File: config.mk
export PLATFORM = sky130hd
export DESIGN_NAME = i2c_arbiter
export DESIGN_NICKNAME = d
export VERILOG_FILES = /design/src/rtl/i2c_arb_pkg.sv /design/src/rtl/rr_pick.sv /design/src/rtl/i2c_arbiter.sv
export SDC_FILE = /design/constraint.sdc
export NUM_CORES = 1
export LEC_CHECK = 0
export CAP_MARGIN = 20
export CORE_UTILIZATION = 40
export CTS_BUF_LIST = sky130_fd_sc_hd__clkbuf_4 sky130_fd_sc_hd__clkbuf_8 sky130_fd_sc_hd__clkbuf_16
export DETAILED_ROUTE_END_ITERATION = 16
export GPL_TIMING_DRIVEN = 0
export PLACE_DENSITY = 0.8
export SYNTH_ARGS = -nofsm -noshare
export SYNTH_HDL_FRONTEND = slang
export SYNTH_HIERARCHICAL = 1
export SYNTH_SLANG_ARGS = --single-unit
File: constraint.sdc
create_clock -name iCLK -period 1.9 [get_ports iCLK]
set_input_delay 0.38 -clock iCLK [delete_from_list [all_inputs] [get_ports iCLK]]
set_output_delay 0.38 -clock iCLK [all_outputs]
set_load 0.05 [all_outputs]
File: src/rtl/i2c_arb_pkg.sv
// Shared types for the I2C master arbiter: FSM states, latched request payload
// and the supported requester limit.
package i2c_arb_pkg;

    localparam int unsigned I2C_ARB_MAX_REQ = 8;

    typedef enum logic [2:0] {
        IDLE,
        ISSUE,
        BUSY,
        DONE,
        GAP
    } arb_state_t;

    typedef struct packed {
        logic [6:0] addr;
        logic       wlen;
        logic [7:0] wdata1;
        logic [7:0] wdata2;
        logic       read;
    } i2c_req_t;

endpackage

File: src/rtl/rr_pick.sv
// Combinational round-robin priority encoder: first asserted request at or
// after ptr, wrapping modulo NREQ.
module rr_pick
    import i2c_arb_pkg::*;
#(
    parameter int unsigned NREQ = 2,
    parameter int unsigned IW   = $clog2(NREQ)
) (
    input  logic [NREQ-1:0] req,
    input  logic [IW-1:0]   ptr,
    output logic            valid,
    output logic [IW-1:0]   idx,
    output logic [NREQ-1:0] onehot
);

    logic [NREQ-1:0] w_rot;
    int unsigned     w_sel;

    // Bit k of w_rot is client (ptr + k) mod NREQ.
    assign w_rot = (req >> ptr) | (req << (NREQ - 32'(ptr)));

    always_comb begin
        valid  = 1'b0;
        w_sel  = 0;
        onehot = '0;
        for (int unsigned k = 0; k < NREQ; k++) begin
            if (!valid && w_rot[k]) begin
                valid = 1'b1;
                w_sel = 32'(ptr) + k;
            end
        end
        if (w_sel >= NREQ) w_sel = w_sel - NREQ;
        idx = IW'(w_sel);
        for (int unsigned i = 0; i < NREQ; i++) onehot[i] = valid && (w_sel == i);
    end

endmodule

File: src/rtl/i2c_arbiter.sv
// Round-robin arbiter sharing one I2C master between NREQ register clients.
// Optional watchdog abort is enabled by defining I2C_ARB_TIMEOUT_EN.
module i2c_arbiter
    import i2c_arb_pkg::*;
#(
    parameter int unsigned NREQ        = 2,
    parameter int unsigned TIMEOUT_CYC = 2_000_000
) (
    input  logic              iCLK,
    input  logic              iRST_N,
    input  logic [NREQ-1:0]   req,
    input  logic [NREQ*7-1:0] req_addr,
    input  logic [NREQ-1:0]   req_wlen,
    input  logic [NREQ*8-1:0] req_wdata1,
    input  logic [NREQ*8-1:0] req_wdata2,
    input  logic [NREQ-1:0]   req_read,
    output logic [NREQ-1:0]   grant,
    output logic [NREQ-1:0]   done,
    output logic              ack,
    output logic [7:0]        rdata,
    output logic              timeout,
    output logic              M_START,
    output logic [6:0]        M_ADDR,
    output logic              M_WLEN,
    output logic [7:0]        M_WDATA1,
    output logic [7:0]        M_WDATA2,
    output logic              M_READ,
    input  logic              M_END,
    input  logic              M_ACK,
    input  logic [7:0]        M_RDATA
);

    localparam int unsigned IW = $clog2(NREQ);

    arb_state_t      r_state;
    logic [IW-1:0]   r_ptr;
    logic [IW-1:0]   r_owner;
    i2c_req_t        r_pay;
    logic [NREQ-1:0] r_grant;
    logic [NREQ-1:0] r_done;
    logic            r_ack;
    logic [7:0]      r_rdata;
    logic            r_start;
    logic            r_timeout;

    logic            w_valid;
    logic [IW-1:0]   w_idx;
    logic [NREQ-1:0] w_onehot;
    logic            w_wd_hit;
    i2c_req_t        w_req [NREQ];

    for (genvar g = 0; g < NREQ; g++) begin : g_unpack
        assign w_req[g] = {req_addr[g*7 +: 7], req_wlen[g], req_wdata1[g*8 +: 8],
                           req_wdata2[g*8 +: 8], req_read[g]};
    end

    rr_pick #(.NREQ(NREQ), .IW(IW)) u_pick (
        .req    (req),
        .ptr    (r_ptr),
        .valid  (w_valid),
        .idx    (w_idx),
        .onehot (w_onehot)
    );

`ifdef I2C_ARB_TIMEOUT_EN
    logic [31:0] r_wd;

    // Held at zero outside ISSUE/BUSY, so it starts from zero on ISSUE entry.
    always_ff @(posedge iCLK or negedge iRST_N) begin
        if (!iRST_N)                               r_wd <= '0;
        else if (r_state == ISSUE || r_state == BUSY) r_wd <= r_wd + 32'd1;
        else                                       r_wd <= '0;
    end

    assign w_wd_hit = (r_state == ISSUE || r_state == BUSY) && (r_wd == 32'(TIMEOUT_CYC - 1));
`else
    logic w_unused_timeout_cfg;
    assign w_unused_timeout_cfg = (TIMEOUT_CYC == 0);
    assign w_wd_hit = 1'b0;
`endif

    always_ff @(posedge iCLK or negedge iRST_N) begin
        if (!iRST_N) begin
            r_state   <= IDLE;
            r_ptr     <= '0;
            r_owner   <= '0;
            r_pay     <= '0;
            r_grant   <= '0;
            r_done    <= '0;
            r_ack     <= 1'b0;
            r_rdata   <= '0;
            r_start   <= 1'b0;
            r_timeout <= 1'b0;
        end else begin
            r_done <= '0;
            case (r_state)
                IDLE: begin
                    if (w_valid) begin
                        r_grant <= w_onehot;
                        r_owner <= w_idx;
                        r_pay   <= w_req[w_idx];
                        r_start <= 1'b1;
                        r_state <= ISSUE;
                    end else begin
                        r_start <= 1'b0;
                    end
                end
                ISSUE, BUSY: begin
                    if (w_wd_hit) begin
                        r_start   <= 1'b0;
                        r_ack     <= 1'b1;
                        r_rdata   <= '0;
                        r_timeout <= 1'b1;
                        r_done    <= r_grant;
                        r_state   <= DONE;
                    end else if (r_state == ISSUE) begin
                        if (!M_END) begin
                            r_start <= 1'b0;
                            r_state <= BUSY;
                        end
                    end else if (M_END) begin
                        r_ack   <= M_ACK;
                        r_rdata <= M_RDATA;
                        r_done  <= r_grant;
                        r_state <= DONE;
                    end
                end
                DONE: begin
                    r_grant <= '0;
                    r_ptr   <= (r_owner == IW'(NREQ - 1)) ? '0 : r_owner + IW'(1);
                    r_state <= GAP;
                end
                GAP:     r_state <= IDLE;
                default: r_state <= IDLE;
            endcase
        end
    end

    assign grant    = r_grant;
    assign done     = r_done;
    assign ack      = r_ack;
    assign rdata    = r_rdata;
    assign timeout  = r_timeout;
    assign M_START  = r_start;
    assign M_ADDR   = r_pay.addr;
    assign M_WLEN   = r_pay.wlen;
    assign M_WDATA1 = r_pay.wdata1;
    assign M_WDATA2 = r_pay.wdata2;
    assign M_READ   = r_pay.read;

endmodule

### After elaboration in Yosys (flattened, before gate mapping)

Index checks and enable logic that the tools add are counted.

| word-level totals | value |
|---|---|
| bits of input ports | 64 |
| flip-flop bits (word level) | 44 |
| word-level logic and storage cells | 70 |

| cells by class | value |
|---|---|
| multiplexer cells | 23 |
| add/sub/neg operators | 4 |
| reduce and logical (&&, ||, !) cells | 14 |
| order comparisons | 2 |
| shifts and indexed selects | 2 |
| bitwise operators | 3 |
| equality and inequality tests | 9 |

Operators by type and width:

| kind | number |
|---|---|
| 25-bit 2-to-1 mux | 3 |
| 32-bit 2-to-1 mux | 2 |
| 32-bit by 1-bit == test with 1-bit output, second input constant | 1 |
| 32-bit by 2-bit greater-or-equal comparator with 1-bit output, second input constant | 1 |
| 32-bit logical NOT | 1 |
| 2-bit by 32-bit left shift with 2-bit output | 1 |
| 32-bit by 2-bit subtractor with 32-bit output, second input constant | 1 |
| 3-bit 2-to-1 mux | 4 |
| 3-bit one-hot mux with 3 select lines | 1 |
| 3-bit AND reduction | 3 |
| 2-bit 2-to-1 mux | 4 |
| 1-bit 2-to-1 mux | 7 |
| 3-bit by 2-bit == test with 1-bit output, second input constant | 2 |
| 3-bit inequality test, second input constant | 2 |
| 2-bit inequality test, second input constant | 2 |
| 2-bit one-hot mux with 2 select lines | 1 |
| 2-bit AND reduction | 2 |
| 2-bit nonzero test | 2 |
| 3-bit by 1-bit == test with 1-bit output, second input constant | 1 |
| 1-bit logical AND | 3 |
| 3-bit logical NOT | 1 |
| 2-bit by 1-bit subtractor with 3-bit output, first input constant | 1 |
| 1-bit by 1-bit adder with 2-bit output, second input constant | 1 |
| 2-bit greater-or-equal comparator, second input constant | 1 |
| other kinds (9) | 9 |

### Depth between registers and ports, before layout

| depth | value |
|---|---|
| depth after elaboration | 13 |
| depth in mapped cells | 6 |
| gate-level depth less buffers | 4 |

### By module

Netlist, hierarchy kept.

By module, submodules not included:

| module | instances | sequential area each (um^2) | cells each | area each (um^2) |
|---|---|---|---|---|
| i2c_arbiter | 1 | 1101.1 | 163 | 2053.2 |
| rr_pick | 1 | 0.0 | 5 | 32.5 |

### Worst setup path before layout

No wires, ideal clock.

| timing | value |
|---|---|
| path kind | input port to flip-flop |
| start | input port req[1] |
| end | register r_pay (netlist bit M_WDATA1[0]) |
| data required time | 1.778 ns |
| arrival time | 1.305 ns |
| buffers on the path | 2 |
| cell stages on the path | 5 |
| path slack | 0.473 ns |
| cells stage by stage | a21boi_1 > buf_4 > buf_2 > mux2i_1 > a21oi_2 |

| between the ends | value |
|---|---|
| longest elaborated chain between the ends | 12 |
| elaborated cells between the ends (all ways) | 17 |
| those cells by class | add/sub: 1; order compare: 1; shift: 2; mux: 8; bitwise: 2; reduce/logical: 3 |

Ends and longest elaborated chain:

| item | line | RTL |
|---|---|---|
| start, declared | i2c_arbiter.sv:11 | `input logic [NREQ-1:0] req,` |
| 2-bit by 32-bit left shift with 2-bit output or 2-bit by 1-bit right shift with 2-bit output (tied branches) | rr_pick.sv:20 | `assign w_rot = (req >> ptr) \| (req << (NREQ - 32'(ptr)));` |
| 2-bit bitwise OR (*) | rr_pick.sv:20 |  |
| 1-bit 2-to-1 mux | rr_pick.sv:27 | `if (!valid && w_rot[k]) begin` |
| 1-bit logical NOT | rr_pick.sv:27 |  |
| 1-bit logical AND | rr_pick.sv:27 |  |
| 32-bit 2-to-1 mux | rr_pick.sv:27 |  |
| 32-bit by 2-bit subtractor with 32-bit output or 32-bit by 2-bit greater-or-equal comparator with 1-bit output (tied branches) | rr_pick.sv:32 | `if (w_sel >= NREQ) w_sel = w_sel - NREQ;` |
| 32-bit 2-to-1 mux | rr_pick.sv:32 |  |
| 1-bit NOT with 2-bit output (not written as such) | i2c_arbiter.sv:101 | `r_pay <= w_req[w_idx];` |
| 25-bit 2-to-1 mux (not written as such) (3 in a row) | i2c_arbiter.sv:101 |  |
| end signal, assigned | i2c_arbiter.sv:101 |  |
| end, declared | i2c_arbiter.sv:38 | `i2c_req_t r_pay;` |

Mark *: on every way between the ends. The rest lies on a longest branch, timed or not. The select of a mux whose other input is x is not followed.
A chain may end at the register's enable or synchronous reset.

### Worst setup path in the final report

| timing | value |
|---|---|
| start | register r_pay (netlist bit M_WDATA1[6]) |
| end | output port M_WDATA1[6] |

RTL lines:

| item | line | RTL |
|---|---|---|
| end, declared | i2c_arbiter.sv:25 | `output logic [7:0] M_WDATA1,` |

No word-level cell between the ends.

==> run summary <==
## Outcome
- result of the run: completed

## Setup path
- Worst R2R Path Depth: 6
- number of buffer and inverter stages on the critical path: 1
- setup slack, reg-to-reg: 0.28 ns
- kind of critical path: reg2out
- Required @ worst endpoint: 1.52 ns
- destination of the worst register-to-register timing path: M_WDATA2[3]$_DFFE_PN0P_
- Data arrival, critical path: 1.48 ns
- category of cells accounting for the largest share of critical-path delay: buffers and inverters
- critical path endpoint category: primary output
- total number of cells along the worst setup path: 1
- slowest stage delay, CP: 0.81 ns
- startpoint types: flop
- start of the worst register-to-register path: r_ptr$_DFFE_PN0P_
- ordered cell list for the critical path: clkdlybuf4s50_1
- Slowest-stage cell, CP: sky130_fd_sc_hd__clkdlybuf4s50_1
- critical path peak fanout: 2

## Pwr
- Leakage: 0.00142 µW
- power per cell area: 1780 nW/µm²
- Max IR drop VDD: 966 µV

## Clocking
- clock slew at reported path FFs: 0.08 ns
- CTS Hold Bufs: 0
- CTS Buffer Depth: 2
- clock tree from TritonCTS: built
- clock insertion delay at the later pin of the skew report: 0.29 ns
- clock sinks: 44
- htree depth: 2
- clock root buffer master: sky130_fd_sc_hd__clkbuf_8
- number of clock buffers inserted by TritonCTS: 5

## Placement
- Port-buffer cells: 102
- placer's final routability congestion estimate: 0.709
- half-perimeter wire length of the detailed placement result: 3.60 mm
- number of cells in the design after placement: 338
- cell area reported after detailed placement: 3210 µm²

## Drt
- aggregate routed wire length: 4.64 mm
- Detail Route Antenna Nets: 0
- # DRC: 0
- vias per cell: 4.65
- number of design-rule violations left by the first detailed-router iteration: 56
- first-pass detailed-route iteration total: 5
- average routed wire per standard cell: 13.5 µm
- total vias in the final route: 1605

## Timing
- final number of setup-violating endpoints: 0
- setup repair after global routing missed its margin: no
- FMAX: 538 MHz
- Post-Route Skew: 0.00859 ns
- Final period util: 97.8%
- Slew @ Worst Pin: 0.559 ns
- Slew Limit Headroom: 62.7%
- Final Hold Fails: 0
- shortest period the worst path allows: 1.86 ns
- max-slew violation count: 0

## Global routing
- global route total overflow: 0
- met3 usage: 6.23%
- layer carrying the most global-route usage: met2
- wire length of the first global-routing pass: 7.54 mm
- met1 routing resource usage after global routing: 22.1%
- initial antenna violation count: 0
- via count of the first global-routing pass: 1608
- Total GRT Usage: 18.4%
- maximum number of pins on one net before global-route repair: 26
- GRT met2 Usage: 31.3%

## Synthesis
- sequential element share of the synthesized area: 52.8%
- total of flip-flops plus latches after synthesis: 44
- Post-Synthesis Mean Instance Area: 12.4 µm²
- Post-Synthesis Cells: 168
- Synthesized Nets: 232
- library cells used by synthesis: 25
- Synth Cell Area: 2090 µm²
- number of warnings issued by yosys: 6

## Die
- initial cell density of the core: 42.7%
- die boundary height: 74.2 µm
- Row Count: 25
- number of primary I/O pins: 104
- die footprint: 5510 µm²
- horizontal extent of the die: 74.2 µm
- core area: 4880 µm²

## Finish
- Syn-to-layout area delta: 58.4%
- diode count: 0
- number of filler instances in the final layout: 408
- fraction of layout cells with a size suffix above 1: 21.9%
- post-route design area: 3300 µm²
- nets: 342
- fin cells: 345

## Flow run
- max-capacitance violation count: 0

## Hold path
- worst hold path type: in2async

[flip-flops by register name, indices dropped and copies added, names as in the netlist, 2 cells and up]
register,count
M_WDATA1,8
M_WDATA2,8
rdata,8
M_ADDR,7
r_state,3
done,2
grant,2
[final cells by class]
class,instances,area [µm²],area share (%)
Buffer,12,129,3.90
Clock buffer,6,76.3,2.31
Clock inverter,1,5.00,0.151
Inverter,2,7.51,0.227
Multi-Input combinational cell,110,853,25.8
Sequential cell,44,1100,33.3
Tap cell,67,83.8,2.54
Timing Repair Buffer,103,1050,31.7
[per-stage QoR]
stage | util, % | hold WS [ns] | setup TNS, ns | worst slack [ns] | total power [µW]
floorplan | - | 0.0844 | 0 | 0.473 | 4190
global placement | 65.4 | 0.432 | -36.43 | -0.742 | 5310
detailed placement | 65.7 | 0.364 | -4.18 | -0.249 | 5380
CTS | 67.4 | 0.0455 | 0 | 0.0201 | 5950
global route | 67.7 | 0.0521 | 0 | 0.000594 | 6230
finish | 67.7 | 0.0315 | 0 | 0.0426 | 5880
[what timing repair did]
item                                   in CTS  in global routing
buffers inserted                            0                  0
setup endpoints to repair                   0                 22
endpoints found under the hold margin       0                  0
resized for setup                           0                  7
[cells by family after synthesis]
group	share of synthesized area, %
and+or+nand+nor	9.18
buffers and inverters	6.30
other	0.180
muxes	19.3
DFF	52.8
AOI/OAI and AO/OA	12.2
[metal layers]
layer  wire [µm]  share of wire (%)
met1        1880                 40
met2        2360                 51
met3         301                6.5
met4         101                2.2
met5           0                  0
[layout by cell type (no fill, tap or decap)]
master | synthesis | routed
sky130_fd_sc_hd__clkdlybuf4s50_1 | 0 | 96
sky130_fd_sc_hd__dfrtp_1 | 44 | 44
sky130_fd_sc_hd__mux2i_1 | 29 | 29
sky130_fd_sc_hd__nor2_1 | 27 | 27
sky130_fd_sc_hd__a21oi_2 | 24 | 24
sky130_fd_sc_hd__mux2_2 | 10 | 10
sky130_fd_sc_hd__clkbuf_8 | 0 | 5
sky130_fd_sc_hd__dlymetal6s2s_1 | 0 | 5
sky130_fd_sc_hd__buf_4 | 4 | 4
sky130_fd_sc_hd__nor2_2 | 4 | 4
sky130_fd_sc_hd__buf_6 | 3 | 3
sky130_fd_sc_hd__clkbuf_4 | 0 | 3
sky130_fd_sc_hd__nand2_1 | 2 | 2
sky130_fd_sc_hd__and2_1 | 2 | 2
sky130_fd_sc_hd__buf_12 | 1 | 2
sky130_fd_sc_hd__buf_8 | 2 | 2
sky130_fd_sc_hd__inv_1 | 2 | 2
sky130_fd_sc_hd__a21boi_1 | 2 | 2
sky130_fd_sc_hd__nor3_2 | 1 | 1
sky130_fd_sc_hd__nor4b_2 | 1 | 1
sky130_fd_sc_hd__a211o_1 | 1 | 1
sky130_fd_sc_hd__a21o_1 | 1 | 1
sky130_fd_sc_hd__nor2b_1 | 1 | 1
sky130_fd_sc_hd__a2bb2oi_1 | 1 | 1
sky130_fd_sc_hd__nor3b_1 | 1 | 1
sky130_fd_sc_hd__a21oi_1 | 1 | 1
sky130_fd_sc_hd__conb_1 | 1 | 1
sky130_fd_sc_hd__clkinv_2 | 0 | 1
sky130_fd_sc_hd__buf_2 | 2 | 1
sky130_fd_sc_hd__or2_1 | 1 | 1
[where the power goes]
group | total [µW] | internal (µW) | switching [µW] | leakage (µW)
Clock | 554 | 264 | 289 | 0.0000445
Combinational | 3680 | 1420 | 2260 | 0.000868
Sequential | 1650 | 1380 | 267 | 0.000509
[cell usage after synthesis]
| master | count | area, µm² |
|---|---|---|
| sky130_fd_sc_hd__buf_8 | 2 | 30.0 |
| sky130_fd_sc_hd__mux2i_1 | 29 | 290 |
| sky130_fd_sc_hd__buf_4 | 4 | 30.0 |
| sky130_fd_sc_hd__mux2_2 | 10 | 113 |
| sky130_fd_sc_hd__dfrtp_1 | 44 | 1100 |
| sky130_fd_sc_hd__a21o_1 | 1 | 7.51 |
| sky130_fd_sc_hd__nor2_2 | 4 | 25.0 |
| sky130_fd_sc_hd__nor4b_2 | 1 | 15.0 |
| sky130_fd_sc_hd__buf_6 | 3 | 33.8 |
| sky130_fd_sc_hd__buf_2 | 2 | 10.0 |
| sky130_fd_sc_hd__nand2_1 | 2 | 7.51 |
| sky130_fd_sc_hd__a21boi_1 | 2 | 15.0 |
| sky130_fd_sc_hd__nor3b_1 | 1 | 7.51 |
| sky130_fd_sc_hd__inv_1 | 2 | 7.51 |
| sky130_fd_sc_hd__and2_1 | 2 | 12.5 |
| sky130_fd_sc_hd__a211o_1 | 1 | 8.76 |
| sky130_fd_sc_hd__a21oi_1 | 1 | 5.00 |
| sky130_fd_sc_hd__nor3_2 | 1 | 10.0 |
| sky130_fd_sc_hd__a2bb2oi_1 | 1 | 8.76 |
| sky130_fd_sc_hd__buf_12 | 1 | 20.0 |
| sky130_fd_sc_hd__nor2_1 | 27 | 101 |
| sky130_fd_sc_hd__or2_1 | 1 | 6.26 |
| sky130_fd_sc_hd__nor2b_1 | 1 | 6.26 |
| sky130_fd_sc_hd__conb_1 | 1 | 3.75 |
| sky130_fd_sc_hd__a21oi_2 | 24 | 210 |
[worst max-delay path by stage]
stage	startpoint	to	slack, ns
2_1_floorplan	req[1]	M_WDATA1[0]$_DFFE_PN0P_	0.47
3_3_place_gp	iRST_N	M_WDATA2[2]$_DFFE_PN0P_	-0.74
3_5_place_dp	req[1]	M_WDATA2[3]$_DFFE_PN0P_	-0.25
4_1_cts	M_START$_DFFE_PN0P_	M_START	0.02
5_1_grt	M_WDATA1[0]$_DFFE_PN0P_	M_WDATA1[0]	0.0006
6_report	M_WDATA1[6]$_DFFE_PN0P_	M_WDATA1[6]	0.04
Note: power is estimated with default switching activity, not from simulation.
